===== src/rtl/sfx_scheduler.sv =====
// Priority voice scheduler for a bank of pcm players: start, retrigger, preempt or drop requests, and mix active voices.
// Optional build macro SFX_SCHED_DROP_STATS_EN adds a saturating 8-bit drop counter on drop_count_o.
module sfx_scheduler #(
  parameter int NUM_SFX      = 4,
  parameter int MAX_VOICES   = 2,
  parameter int SAMPLE_WIDTH = 8
) (
  input  logic                            clk,
  input  logic                            rst_n,
  input  logic [NUM_SFX-1:0]              trig_i,
  input  logic                            mute_i,
  input  logic [NUM_SFX-1:0]              busy_i,
  input  logic [NUM_SFX*SAMPLE_WIDTH-1:0] samples_i,
  output logic [NUM_SFX-1:0]              play_o,
  output logic [NUM_SFX-1:0]              stop_o,
  output logic [SAMPLE_WIDTH-1:0]         mix_o,
  output logic                            dropped_o,
  output logic [7:0]                      drop_count_o
);

  localparam int IDX_W = (NUM_SFX > 1) ? $clog2(NUM_SFX) : 1;
  localparam int CNT_W = $clog2(NUM_SFX + 1);
  localparam int SUM_W = SAMPLE_WIDTH + $clog2(NUM_SFX) + 1;

  typedef enum logic {IDLE, PREEMPT} state_e;

  state_e                  state_q;
  logic [NUM_SFX-1:0]      pending_q;
  logic [NUM_SFX-1:0]      play_q;
  logic [NUM_SFX-1:0]      stop_q;
  logic [SAMPLE_WIDTH-1:0] mix_q;
  logic                    dropped_q;
  logic [IDX_W-1:0]        pre_p_q;
  logic [IDX_W-1:0]        pre_v_q;

  logic [NUM_SFX-1:0]      pend_eff;
  logic [NUM_SFX-1:0]      active;
  logic [IDX_W-1:0]        p_idx;
  logic                    p_found;
  logic [IDX_W-1:0]        v_idx;
  logic [CNT_W-1:0]        act_cnt;
  logic                    voices_full;
  logic                    v_above;
  logic [SUM_W-1:0]        mix_sum;
  logic [SAMPLE_WIDTH-1:0] mix_d;

  // A voice whose play pulse is in flight counts as active before busy rises.
  assign pend_eff = pending_q | trig_i;
  assign active   = busy_i | play_q;

  // NOTE: every always_comb output gets a default first so no latch is inferred.
  always_comb begin
    p_idx   = '0;
    p_found = 1'b0;
    v_idx   = '0;
    act_cnt = '0;
    mix_sum = '0;
    for (int i = 0; i < NUM_SFX; i++) begin
      if (pend_eff[i] && !p_found) begin
        p_idx   = IDX_W'(i);
        p_found = 1'b1;
      end
      if (active[i]) v_idx = IDX_W'(i);
      act_cnt = act_cnt + CNT_W'(active[i]);
      if (busy_i[i]) mix_sum = mix_sum + SUM_W'(samples_i[i*SAMPLE_WIDTH +: SAMPLE_WIDTH]);
    end
    voices_full = (act_cnt >= CNT_W'(MAX_VOICES));
    v_above     = (act_cnt != '0) && (v_idx > p_idx);
    mix_d       = (mix_sum > SUM_W'({SAMPLE_WIDTH{1'b1}})) ? {SAMPLE_WIDTH{1'b1}}
                                                          : mix_sum[SAMPLE_WIDTH-1:0];
  end

  // NOTE: sequential state uses non-blocking assignments; later writes to a bit override the defaults above them.
  always_ff @(posedge clk) begin
    if (!rst_n) begin
      state_q   <= IDLE;
      pending_q <= '0;
      play_q    <= '0;
      stop_q    <= '0;
      mix_q     <= '0;
      dropped_q <= 1'b0;
      pre_p_q   <= '0;
      pre_v_q   <= '0;
    end else begin
      play_q    <= '0;
      stop_q    <= '0;
      dropped_q <= 1'b0;
      mix_q     <= mix_d;
      if (mute_i) begin
        stop_q    <= busy_i;
        pending_q <= '0;
        state_q   <= IDLE;
      end else begin
        pending_q <= pend_eff;
        unique case (state_q)
          IDLE: begin
            if (p_found) begin
              if (active[p_idx] || !voices_full) begin
                play_q[p_idx]    <= 1'b1;
                pending_q[p_idx] <= 1'b0;
              end else if (v_above) begin
                stop_q[v_idx] <= 1'b1;
                pre_p_q       <= p_idx;
                pre_v_q       <= v_idx;
                state_q       <= PREEMPT;
              end else begin
                pending_q[p_idx] <= 1'b0;
                dropped_q        <= 1'b1;
              end
            end
          end
          PREEMPT: begin
            if (!busy_i[pre_v_q]) begin
              play_q[pre_p_q]    <= 1'b1;
              pending_q[pre_p_q] <= 1'b0;
              state_q            <= IDLE;
            end
          end
          default: state_q <= IDLE;
        endcase
      end
    end
  end

  assign play_o    = play_q;
  assign stop_o    = stop_q;
  assign mix_o     = mix_q;
  assign dropped_o = dropped_q;

`ifdef SFX_SCHED_DROP_STATS_EN
  logic [7:0] drop_cnt_q;

  always_ff @(posedge clk) begin
    if (!rst_n) begin
      drop_cnt_q <= '0;
    end else if (dropped_q && drop_cnt_q != 8'hFF) begin
      drop_cnt_q <= drop_cnt_q + 8'd1;
    end
  end

  assign drop_count_o = drop_cnt_q;
`else
  assign drop_count_o = '0;
`endif

endmodule


===== config.mk =====
export PLATFORM = sky130hd
export DESIGN_NAME = sfx_scheduler
export DESIGN_NICKNAME = d
export VERILOG_FILES = /design/src/rtl/sfx_scheduler.sv
export SDC_FILE = /design/constraint.sdc
export NUM_CORES = 1
export LEC_CHECK = 0
export ABC_AREA = 1
export CAP_MARGIN = 20
export CORE_MARGIN = 2
export CORE_UTILIZATION = 55
export CTS_BUF_LIST = sky130_fd_sc_hd__clkbuf_8
export DETAILED_ROUTE_END_ITERATION = 8
export GPL_TIMING_DRIVEN = 0
export PLACE_DENSITY = 0.85
export SYNTH_ARGS = -nofsm -noshare
export SYNTH_HDL_FRONTEND = slang
export SYNTH_SLANG_ARGS = --single-unit

===== constraint.sdc =====
create_clock -name clk -period 14.4 [get_ports clk]
set_input_delay 2.88 -clock clk [delete_from_list [all_inputs] [get_ports clk]]
set_output_delay 2.88 -clock clk [all_outputs]
set_load 0.1 [all_outputs]

* Yosys cells after proc, flatten, opt, wreduce, memory -nomap -nowiden
Cells that the tools add are included.
** Operators by class
- Multipliers :: 0
- Shifts and indexed selects :: 0
- Magnitude comparators :: 10
- Add/sub/neg operators :: 6
- Divide/modulo/power cells :: 0
- Equality and inequality tests :: 0
- Mux-type cells :: 45
- Bitwise operators :: 11
- Reduce and logical (&&, ||, !) cells :: 16
** Operator list (count)
- $mux 4 :: 12
- $add 11x8->11 :: 3
- $mux 11 :: 3
- $mux 1 :: 16
- $mux 8 :: 2
- $pmux 4 s2 :: 2
- $lt 2x3->1 const B :: 4
- $gt 11x8->1 const B :: 1
- $and 4x4->4 :: 2
- $mux 2 :: 4
- $not 4->4 :: 2
- $or 4x4->4 :: 2
- $logic_and 1x1->1 :: 7
- $demux 1 s2 :: 3
- $ge 2x1->1 const B :: 3
- $not 1->1 :: 5
- $reduce_and 5->1 :: 1
- $reduce_or 5->1 :: 1
- $bmux 1 s2 :: 2
- $logic_not 1->1 :: 4
- $add 2x1->3 :: 1
- $add 3x1->3 :: 1
- $ge 3x2->1 const B :: 1
- $reduce_bool 3->1 :: 1
- other kinds (5) :: 5
** Storage, ports and cells
- RAM bits :: 0
- Latch bits :: 0
- Memories kept :: 0
- Register bits :: 26
- Output and inout port bits :: 25
- ROM bits :: 0
- Word-level logic and storage cells :: 96

* Longest topological paths before layout
- Word-level depth :: 21
- Gate-level depth with buffers :: 33
- Gate-level depth less buffers :: 32

* Worst setup path after synthesis
Ideal clock, no wire load.
- Path kind :: in2reg
- Start :: input port busy_i[0]
- End :: register mix_q[5], in the netlist mix_o[5]
- Setup slack :: 7.910 ns
- Setup time :: 0.121 ns
- Arrival :: 6.369 ns
- Cell stages on the path :: 30
- Required time :: 14.279 ns
- Path through :: buf_2 nand2_1 inv_1 ha_1 inv_1 fa_1 inv_1 nand3_1 nand2_1 nand2_1 nand3_1 nand3_1 and2_1 ha_1 nand2_1 or2_0 nand3_1 xnor2_1 nand2_1 and2_1 ha_1 nand2_1 inv_1 nand4_1 nand3_1 nand4_1 nand2_2 nand3_2 nor2_1 nor2_1
** On the way
- Word-level cells in the longest chain between the ends :: 9
** Ends and longest elaborated chain
- from (decl) :: line 12 : input logic [NUM_SFX-1:0] busy_i,
- $mux 8 * :: line 65 : if (busy_i[i]) mix_sum = mix_sum + SUM_W'(samples_i[i*SAMPLE_WIDTH +: SAMPLE_WIDTH]);
- $add 11x8->11 :: line 65
- $mux 11 * :: line 65
- $add 11x8->11 :: line 65
- $mux 11 * :: line 65
- $add 11x8->11 :: line 65
- $mux 11 * :: line 65
- $gt 11x8->1 :: line 69 : mix_d = (mix_sum > SUM_W'({SAMPLE_WIDTH{1'b1}})) ? {SAMPLE_WIDTH{1'b1}}
- $mux 8 * :: line 69
- to (signal assigned) :: line 88 : mix_q <= mix_d;
- to (decl) :: line 31 : logic [SAMPLE_WIDTH-1:0] mix_q;
Mark *: on every way between the ends. The rest lies on a longest branch, timed or not.
A chain may end at the register's enable or synchronous reset.

* Worst setup path after layout
- Start :: input port busy_i[0]
- End :: register mix_q[7], in the netlist mix_o[7]
Same word-level chain as after synthesis.

==> impl_metrics.py <==
metrics = {
    "flow_run": {
        "drv_cap": 0,
    },
    "placement": {
        "placedInstanceArea_um2": 3620,
        "port-buffer-count": 57,
        "routabilityCongestion": 0.954,
        "dp_hpwl_mm": 6.05,
        "place_ws_ps": 6930,
    },
    "synthesis": {
        "synth_cell_types": 45,
        "async_flop_share_pct": 0,
        "synth.area.top_cells": "dfxtp_1 (18%), nand2_1 (15%), ha_1 (12%)",
        "synth_area_um2": 2930,
        "ys_ff_latch": 26,
        "synth_seq_area_share_pct": 17.7,
        "synth_top_area_share_pct": 17.7,
        "avgSynthCellArea_um2": 6.29,
        "ys.flop_type": "dfxtp_1",
        "synth_edf_count": 0,
        "synth_warnings": 0,
        "yosys.area.top_type": "dfxtp_1",
        "syn_inst": 466,
    },
    "sta": {
        "fin_crit_sh_pct": 50.1,
        "setup_ws_ps": 7180,
        "timing.fmax_mhz": 139,
        "tns_ps": 0,
        "finalSetupViolations": 0,
        "rsz0062_at_grt": "no",
        "maxSlewViolCount": 0,
        "worstMarginPinSlew_ps": 982,
        "period_needed_ps": 7220,
        "maxSlewHeadroom_pct": 34.4,
        "fin_skew_ps": 7.61,
        "hold_viol": 0,
    },
    "floorplanning": {
        "dieArea_um2": 5930,
        "pin_count": 68,
        "core.rowCount": 26,
        "start_util_pct": 57.1,
        "core_area_um2": 5140,
        "die_h_um": 77.0,
        "die_x_um": 77.0,
    },
    "global_routing": {
        "grt_overflow": 0,
        "antenna_found_initial": 0,
        "grt_max_degree": 16,
        "grt_pass1_vias": 2856,
        "grt.busiest_layer": "met2",
        "grtUsageMet1_pct": 35.5,
        "grt_usage_pct": 25.1,
        "met2_usage_pct": 40.9,
        "grtUsageMet3_pct": 3.53,
        "grt_pass1_wl_mm": 12.4,
    },
    "worst_setup_path": {
        "worstPathMaxFanout": 10,
        "crit_required_ps": 14560,
        "crit_path_start_kind": "input port",
        "critical_path.top_delay_family": "simple AND/OR/NAND/NOR gates",
        "cpMaxStageDelayCell": "clkdlybuf4s50_1",
        "worstReg2RegEnd": "pre_p_q[0]",
        "crit_buf_inv": 7,
        "r2r_start": "play_o[3]",
        "rrSetupSlack_ps": 11630,
        "crit_top_cell": "nand2_1",
        "worstPathArrival_ps": 7380,
        "cp_slowest_stage_delay_ps": 470,
        "ff2ff_path_depth": 13,
        "crit_type": "in2reg",
        "endpoint_kind": "register",
    },
    "pwr": {
        "irDropWorstVdd_uv": 70.3,
        "powerDensity_nw_per_um2": 94.8,
        "leakage_nw": 1.95,
    },
    "clock_network": {
        "post_cts_resized": 0,
        "clk_latency_ps": 280,
        "cts_hold_buf": 0,
        "cts_max_path_buffers": 2,
        "cts_tree": "built",
        "cts_sinks": 26,
        "cts_root_buf": "clkbuf_8",
        "postCtsSetupRepairBufs": 0,
        "clkTransAtPathRegs_ps": 80,
        "htreeDepth": 1,
        "cts-buffers-inserted": 3,
    },
    "layout": {
        "final_area_um2": 3690,
        "final.fill_count": 487,
        "fin_nets": 611,
        "seqCellArea_um2": 520,
        "final_util_pct": 71.8,
        "final_cell_mix": "nand2_1 (115), inv_1 (76), clkdlybuf4s50_1 (57), nand3_1 (47), nor2_1 (30)",
        "drive_above_1_share_pct": 11.0,
        "mostFrequentLayoutCell": "nand2_1",
        "area_growth_pct": 25.8,
        "n_antenna_cell": 0,
        "multiInputGateArea_um2": 2020,
    },
    "detailed_routing": {
        "drtAntennaViolNets": 0,
        "first_iter_violations": 188,
        "wire_per_inst_um": 11.9,
        "vias": 3074,
        "detail_route.drc_violations": 0,
        "routed_via_density": 5.09,
        "routed_wirelength_mm": 7.22,
        "first_pass_iters": 5,
    },
    "min_path": {
        "holdPathStages": 2,
        "min-delay-start": "pre_v_q[1]",
        "hold_end": "pre_v_q[1]",
        "hp-class": "reg2reg",
    },
    "status": {
        "status": "completed",
    },
}
worst max path at each step:
stage / start / to / slack [ps] / cells past startpoint
2_1_floorplan: busy_i[0] / mix_o[5] / 7910 / 30
3_3_place_gp: busy_i[0] / mix_o[7] / 7010 / 32
3_5_place_dp: busy_i[0] / mix_o[7] / 6930 / 32
4_1_cts: busy_i[0] / mix_o[7] / 7210 / 32
5_1_grt: busy_i[0] / mix_o[7] / 6740 / 32
6_report: busy_i[0] / mix_o[7] / 7180 / 32
power by group:
group	internal, W	total (W)	switching (W)
sequential	0.0000793	0.0000821	0.00000275
clock	0.0000372	0.0000607	0.0000234
combinational	0.0000681	0.000207	0.000139
layer usage:
layer | vias to the layer above | share of wire (%) | wire, um
li1 | 1619 | - | -
met1 | 1342 | 47 | 3380
met2 | 103 | 45 | 3230
met3 | 10 | 7.1 | 516
met4 | 0 | 1.2 | 89
met5 | - | 0 | 0
registers in the layout (all words and copies together) (netlist names):
signal and flops:
state_q 1, play_o 4, pending_q 4, pre_p_q 2, stop_o 4, mix_o 8
pre_v_q 2, dropped_o 1
synth_stat cells (3+ instances only):
master   instances
ha_1            29
nor3_1           4
nand4_1         10
nand3_1         47
xor2_1           3
nand3_2          5
nand2_2         10
buf_2            5
and2_1           4
fa_1             4
nor2_2           3
o21ai_0         10
dfxtp_1         26
a21oi_1         23
inv_1           76
nand2_1        115
nor2_1          30
a22oi_1          3
inv_2            8
a21oi_2          5
or2_2            3
o21a_1           3
buf_4            8
o21ai_1          6
metrics by stage:
step,hold slack [ps],instances,power (W)
after global placement,488,600,0.000283
final,505,604,0.000350
after CTS,507,604,0.000349
after floorplan,464,473,0.000241
after detailed placement,495,600,0.000289
after global routing,531,604,0.000375
worst min-delay path: cells and delay by family, from the launching register on:
kind	cells	cell delay [ps]
AO/OA/AOI/OAI	1	70
buffers and inverters	1	100
flip-flops	1	300
kinds of logic (layout without fill, tap and decap cells):
logic type | after synthesis | in the layout | share of synthesized area, %
other | 1 | 8 | 0.128
AND/OR/NAND/NOR | 241 | 241 | 38.9
adder cells (fa/ha/maj) | 33 | 33 | 15.1
AO/OA/AOI/OAI | 58 | 58 | 12.1
XOR/XNOR | 5 | 5 | 1.49
flip-flops | 26 | 26 | 17.7
buffers and inverters | 101 | 162 | 14.2
multiplexers | 1 | 1 | 0.341
layout make-up:
type	count	area share, %
Multi-Input combinational cell	346	54.9
Timing Repair Buffer	57	15.5
Sequential cell	26	14.1
Inverter	86	8.75
Buffer	15	2.51
Tap cell	70	2.37
Clock buffer	3	1.12
Clock inverter	1	0.814
No activity file was read; power rests on OpenSTA's default activity.
